**src/rtl/calc_pkg.sv**
```systemverilog
// Shared types and key codes for the calculator entry controller.
package calc_pkg;

    typedef logic [3:0][3:0] bcd4_t;

    typedef enum logic [1:0] {
        ENT_A,
        ENT_B,
        CALC,
        SHOW
    } estado_t;

    localparam logic [3:0] KEY_NEXT = 4'hA;
    localparam logic [3:0] KEY_EQ   = 4'hB;
    localparam logic [3:0] KEY_CLR  = 4'hC;

endpackage

```
**src/rtl/reg_bcd_shift.sv**
```systemverilog
// 4-digit BCD entry register: shifts digits in from the right, saturating at N_DIG digits.
module reg_bcd_shift
    import calc_pkg::*;
#(
    parameter int unsigned N_DIG = 4
) (
    input  logic            clk,
    input  logic            rst_n,
    input  logic            clr,
    input  logic            load_one,
    input  logic            shift,
    input  logic [3:0]      digit,
    output logic [3:0][3:0] q,
    output logic            full
);

    logic [2:0] cnt;

    assign full = (cnt == 3'(N_DIG));

    // Clear beats load-one beats shift; a shift with all digits present is dropped.
    always_ff @(posedge clk or negedge rst_n) begin
        if (!rst_n) begin
            q   <= '0;
            cnt <= '0;
        end else if (clr) begin
            q   <= '0;
            cnt <= '0;
        end else if (load_one) begin
            q   <= {12'h000, digit};
            cnt <= 3'd1;
        end else if (shift && !full) begin
            q   <= {q[2:0], digit};
            cnt <= cnt + 3'd1;
        end
    end

endmodule

```
**src/rtl/ctrl_entrada_calc.sv**
```systemverilog
// Keypad entry sequencer: collects operands A and B, starts the arithmetic
// core, waits for completion (with timeout) and selects the result display.
module ctrl_entrada_calc
    import calc_pkg::*;
#(
    parameter int unsigned TIMEOUT_CYC = 1024,
    parameter int unsigned N_DIG       = 4
) (
    input  logic            clk,
    input  logic            rst_n,
    input  logic [3:0]      tecla,
    input  logic            tecla_valida,
    input  logic            listo,
    output logic [3:0][3:0] numero,
    output logic [3:0][3:0] op_a,
    output logic [3:0][3:0] op_b,
    output logic            inicio,
    output logic            ent,
    output logic            error
);

    localparam int unsigned TW = (TIMEOUT_CYC > 2) ? $clog2(TIMEOUT_CYC) : 1;

    estado_t        state, state_d;
    logic [TW-1:0]  timer, timer_d;
    bcd4_t          op_a_d, op_b_d;
    logic           inicio_d, ent_d, error_d;
    logic           num_clr, num_load, num_shift, num_full;
    logic           is_dig, is_next, is_eq, is_clr;

    assign is_dig  = tecla_valida && (tecla <= 4'd9);
    assign is_next = tecla_valida && (tecla == KEY_NEXT);
    assign is_eq   = tecla_valida && (tecla == KEY_EQ);
    assign is_clr  = tecla_valida && (tecla == KEY_CLR);

    reg_bcd_shift #(.N_DIG(N_DIG)) u_numero (
        .clk      (clk),
        .rst_n    (rst_n),
        .clr      (num_clr),
        .load_one (num_load),
        .shift    (num_shift),
        .digit    (tecla),
        .q        (numero),
        .full     (num_full)
    );

    // State register.
    always_ff @(posedge clk or negedge rst_n) begin
        if (!rst_n) state <= ENT_A;
        else        state <= state_d;
    end

    // Next-state and next-output decode; CLR overrides everything, listo beats timeout.
    always_comb begin
        state_d   = state;
        timer_d   = timer;
        op_a_d    = op_a;
        op_b_d    = op_b;
        inicio_d  = 1'b0;
        ent_d     = ent;
        error_d   = error;
        num_clr   = 1'b0;
        num_load  = 1'b0;
        num_shift = 1'b0;

        if (is_clr) begin
            state_d = ENT_A;
            timer_d = '0;
            op_a_d  = '0;
            op_b_d  = '0;
            ent_d   = 1'b0;
            error_d = 1'b0;
            num_clr = 1'b1;
        end else begin
            unique case (state)
                ENT_A: begin
                    if (is_dig && !num_full) begin
                        num_shift = 1'b1;
                        error_d   = 1'b0;
                    end else if (is_next) begin
                        op_a_d  = numero;
                        num_clr = 1'b1;
                        error_d = 1'b0;
                        state_d = ENT_B;
                    end
                end
                ENT_B: begin
                    if (is_dig && !num_full) begin
                        num_shift = 1'b1;
                        error_d   = 1'b0;
                    end else if (is_eq) begin
                        op_b_d   = numero;
                        inicio_d = 1'b1;
                        timer_d  = '0;
                        error_d  = 1'b0;
                        state_d  = CALC;
                    end
                end
                CALC: begin
                    if (listo) begin
                        ent_d   = 1'b1;
                        state_d = SHOW;
                    end else if (timer == TW'(TIMEOUT_CYC - 1)) begin
                        error_d = 1'b1;
                        op_a_d  = '0;
                        op_b_d  = '0;
                        num_clr = 1'b1;
                        ent_d   = 1'b0;
                        state_d = ENT_A;
                    end else begin
                        timer_d = timer + 1'b1;
                    end
                end
                SHOW: begin
                    if (is_dig) begin
                        ent_d    = 1'b0;
                        num_load = 1'b1;
                        op_a_d   = '0;
                        op_b_d   = '0;
                        error_d  = 1'b0;
                        state_d  = ENT_A;
                    end
                end
                default: state_d = ENT_A;
            endcase
        end
    end

    // Registered outputs and timeout counter.
    always_ff @(posedge clk or negedge rst_n) begin
        if (!rst_n) begin
            timer  <= '0;
            op_a   <= '0;
            op_b   <= '0;
            inicio <= 1'b0;
            ent    <= 1'b0;
            error  <= 1'b0;
        end else begin
            timer  <= timer_d;
            op_a   <= op_a_d;
            op_b   <= op_b_d;
            inicio <= inicio_d;
            ent    <= ent_d;
            error  <= error_d;
        end
    end

endmodule

```
**config.mk**
```make
export PLATFORM = sky130hd
export DESIGN_NAME = ctrl_entrada_calc
export DESIGN_NICKNAME = d
export VERILOG_FILES = /design/src/rtl/calc_pkg.sv /design/src/rtl/reg_bcd_shift.sv /design/src/rtl/ctrl_entrada_calc.sv
export SDC_FILE = /design/constraint.sdc
export NUM_CORES = 1
export LEC_CHECK = 0
export BUFFER_PORTS_ARGS = -buffer_cell sky130_fd_sc_hd__buf_2
export CAP_MARGIN = 10
export CORE_UTILIZATION = 50
export CTS_CLUSTER_SIZE = 12
export DETAILED_ROUTE_END_ITERATION = 10
export PLACE_DENSITY = 0.74
export SLEW_MARGIN = 20
export SYNTH_ARGS = -nofsm -noshare
export SYNTH_HDL_FRONTEND = slang
export SYNTH_SLANG_ARGS = --single-unit
```
**constraint.sdc**
```tcl
create_clock -name clk -period 2 [get_ports clk]
set_input_delay 0.4 -clock clk [delete_from_list [all_inputs] [get_ports clk]]
set_output_delay 0.4 -clock clk [all_outputs]
set_load 0.01 [all_outputs]
```
==> flow_summary.ini <==
[yosys]
yosys-top-cells-count = dfrtp_1, nand2_1, nand3_1, inv_1, o21ai_0
synth_compound_area_share_pct = 20.7
yosys.area_share.simple_pct = 17.3
synth_top_family_by_area = compound AO/OA/AOI/OAI gates
synthAdderAreaFrac_pct = 3.13
synth_ff_type = dfrtp_1
synth-seq-cells = 66
synth_edf_count = 0
synth.largest_area_cell = dfrtp_1
seq_area_frac_synth_pct = 51.7
synth_warnings = 0
async_reset_ff_share_pct = 100
syn_area_per_cell_um2 = 9.54
synth_area_leaders = dfrtp_1, nand3_1, nand2_1, a22o_1, o21ai_0
synth_area_um2 = 3200
synth_top_cell_area_share_pct = 51.7
synthXorXnorAreaFrac_pct = 0.548
synth_cell_types = 47
muxShareOfSynthArea_pct = 0.666
syn_nets = 351
synth.most_common_cell = dfrtp_1
syn_inst = 335

[sta]
worst_slack_ps = -38.9
drv_slew = 0
min_period_ps = 2040
period_share_pct = 102
hold_viol = 0
rsz0062_at_grt = yes
tightestPinTransition_ps = 475
fmax_mhz = 490
tns_ps = -105
clock_skew_ps = 11.3
slew_headroom_pct = 68.0
setup_viol = 7

[power]
p_total_mw = 6.32
power_per_cell_area_nw_per_um2 = 1530
peakVddDrop_mv = 0.834
power_leakage_nw = 2.07

[routing]
via_per_inst = 5.72
vias = 2866
final_antenna_net_count = 0
avgRoutedWirePerCell_um = 15.4
firstDrtPassIters = 4
drc_errors = 0
totalWireLength_um = 7700
drt_iter0_markers = 214

[clock_network]
clk_pin_slew_ps = 80
root_buffer = clkbuf_8
cts_tree = done
clk_path_buf_depth = 2
cts_buffers = 9
clk_latency_ps = 340
cts.sink_count = 66
clock_tree.htree_level_count = 3

[floorplan]
fp.dieW_um = 81.9
core_area_um2 = 6030
ios = 59
die_area_um2 = 6710
initial_utilization_pct = 53.0
die_y_um = 81.9
num_rows = 28

[global_routing]
grtUsageTotal_pct = 24.7
grt_antenna_before_repair = 0
grt_pass1_wl_um = 12400
grt_pass1_vias = 2666
grt_max_degree = 67
grt_overflow = 0

[finish]
drive_gt1_share_pct = 29.6
diodes = 0
area_growth_pct = 29.1
fin_nets = 437

[run]
drv_cap = 0

[setup_path]
crit_required_ps = 2260
worst_setup_path_start_kind = flip-flop
critPathMaxFanout = 16
critPathCaptureType = flip-flop
path_class = reg -> reg
worstPathArrival_ps = 2300

[place]
hpwl_um = 5290
place.gp.congestion = 0.827
dpl_worst_slack_ps = -79.7
port_buffers = 58

[status]
status = complete, but fails checks
violations = negative setup slack

[min_path]
hold_path.class = in -> async
## worst paths after layout
check / from / end / slack [ps] / depth (start not counted)
max in group asynchronous: rst_n / timer[3] / 1650 / 2
min in group clk: tecla[3] / u_numero.q[3] / 370 / 3
hold reg to reg: op_b[10] / op_b[10] / 500 / 1
hold / removal: rst_n / op_b[2] / 50 / 2
setup reg to reg: timer[1] / op_a[5] / -40 / 8
setup / recovery: timer[1] / op_a[5] / -40 / 8
## power breakdown
| part | internal [mW] | total, mW | switching (mW) |
|---|---|---|---|
| Combinational | 1.25 | 2.79 | 1.54 |
| Sequential | 1.79 | 2.16 | 0.370 |
| Clock | 0.833 | 1.37 | 0.538 |
| Total | 3.86 | 6.32 | 2.45 |
## cells in the final DEF (no fill, tap or decap), types with 13 or more instances in the layout
cell / instances
buf_2: 58
o21ai_1: 13
buf_4: 33
a21oi_1: 24
nand2_1: 38
a22o_1: 16
dfrtp_1: 66
nand3_1: 29
inv_1: 27
o21ai_0: 14
## per-stage QoR
stage / instance area, µm² / util [%] / hold WS (ps) / std cells
3_3_place_gp: 3820 / 63.4 / 443 / 481
3_5_place_dp: 3820 / 63.4 / 444 / 481
5_1_grt: 4130 / 68.5 / 75.4 / 501
6_report: 4130 / 68.5 / 51.9 / 501
4_1_cts: 4080 / 67.8 / 64.7 / 499
2_1_floorplan: 3250 / - / 104 / 335
## area by class of cell
class                           instances  area (µm²)
Tap cell                               75        93.8
Fill cell                             479        1900
Multi-Input combinational cell        221        1410
Sequential cell                        66        1650
Inverter                               27         101
Clock buffer                           10         128
Timing Repair Buffer                   96         633
Clock inverter                          6         114
## logic make-up after synthesis
| kind of cell | Yosys count |
|---|---|
| AND/OR/NAND/NOR | 109 |
| AO/OA/AOI/OAI | 100 |
| flip-flops | 66 |
| buffers and inverters | 48 |
| adder cells (fa/ha/maj) | 8 |
| XOR/XNOR | 2 |
| multiplexers | 2 |
## sequential cells by signal, summed over array words and instances (netlist names)
register      count
ent               1
error             1
inicio            1
op_a             16
op_b             16
state             2
timer            10
u_numero.cnt      3
u_numero.q       16
## critical path, stage by stage (launching register included)
cell and delay, ps:
dfrtp_1 400, ha_4 170, nand3_4 90, or4_1 510, a222oi_1 240, buf_4 210, buf_12 140, nand3_1 90
o21ai_1 110
## what timing repair did
item | in CTS | in global routing
setup buffers | 1 | 2
hold buffers | 0 | 0
setup endpoints to repair | 16 | 19
pin swaps | 1 | 1
gates cloned | 1 | 0
resized for setup | 6 | 16
## metal layers
metal,up-vias,GRT usage [%],wire length [µm]
met1,1391,32.8,3510
met3,12,5.00,407
met5,-,0,0
met4,0,9.47,126
li1,1368,-,-
met2,95,39.5,3650
Note: power is estimated with default switching activity, not from simulation.
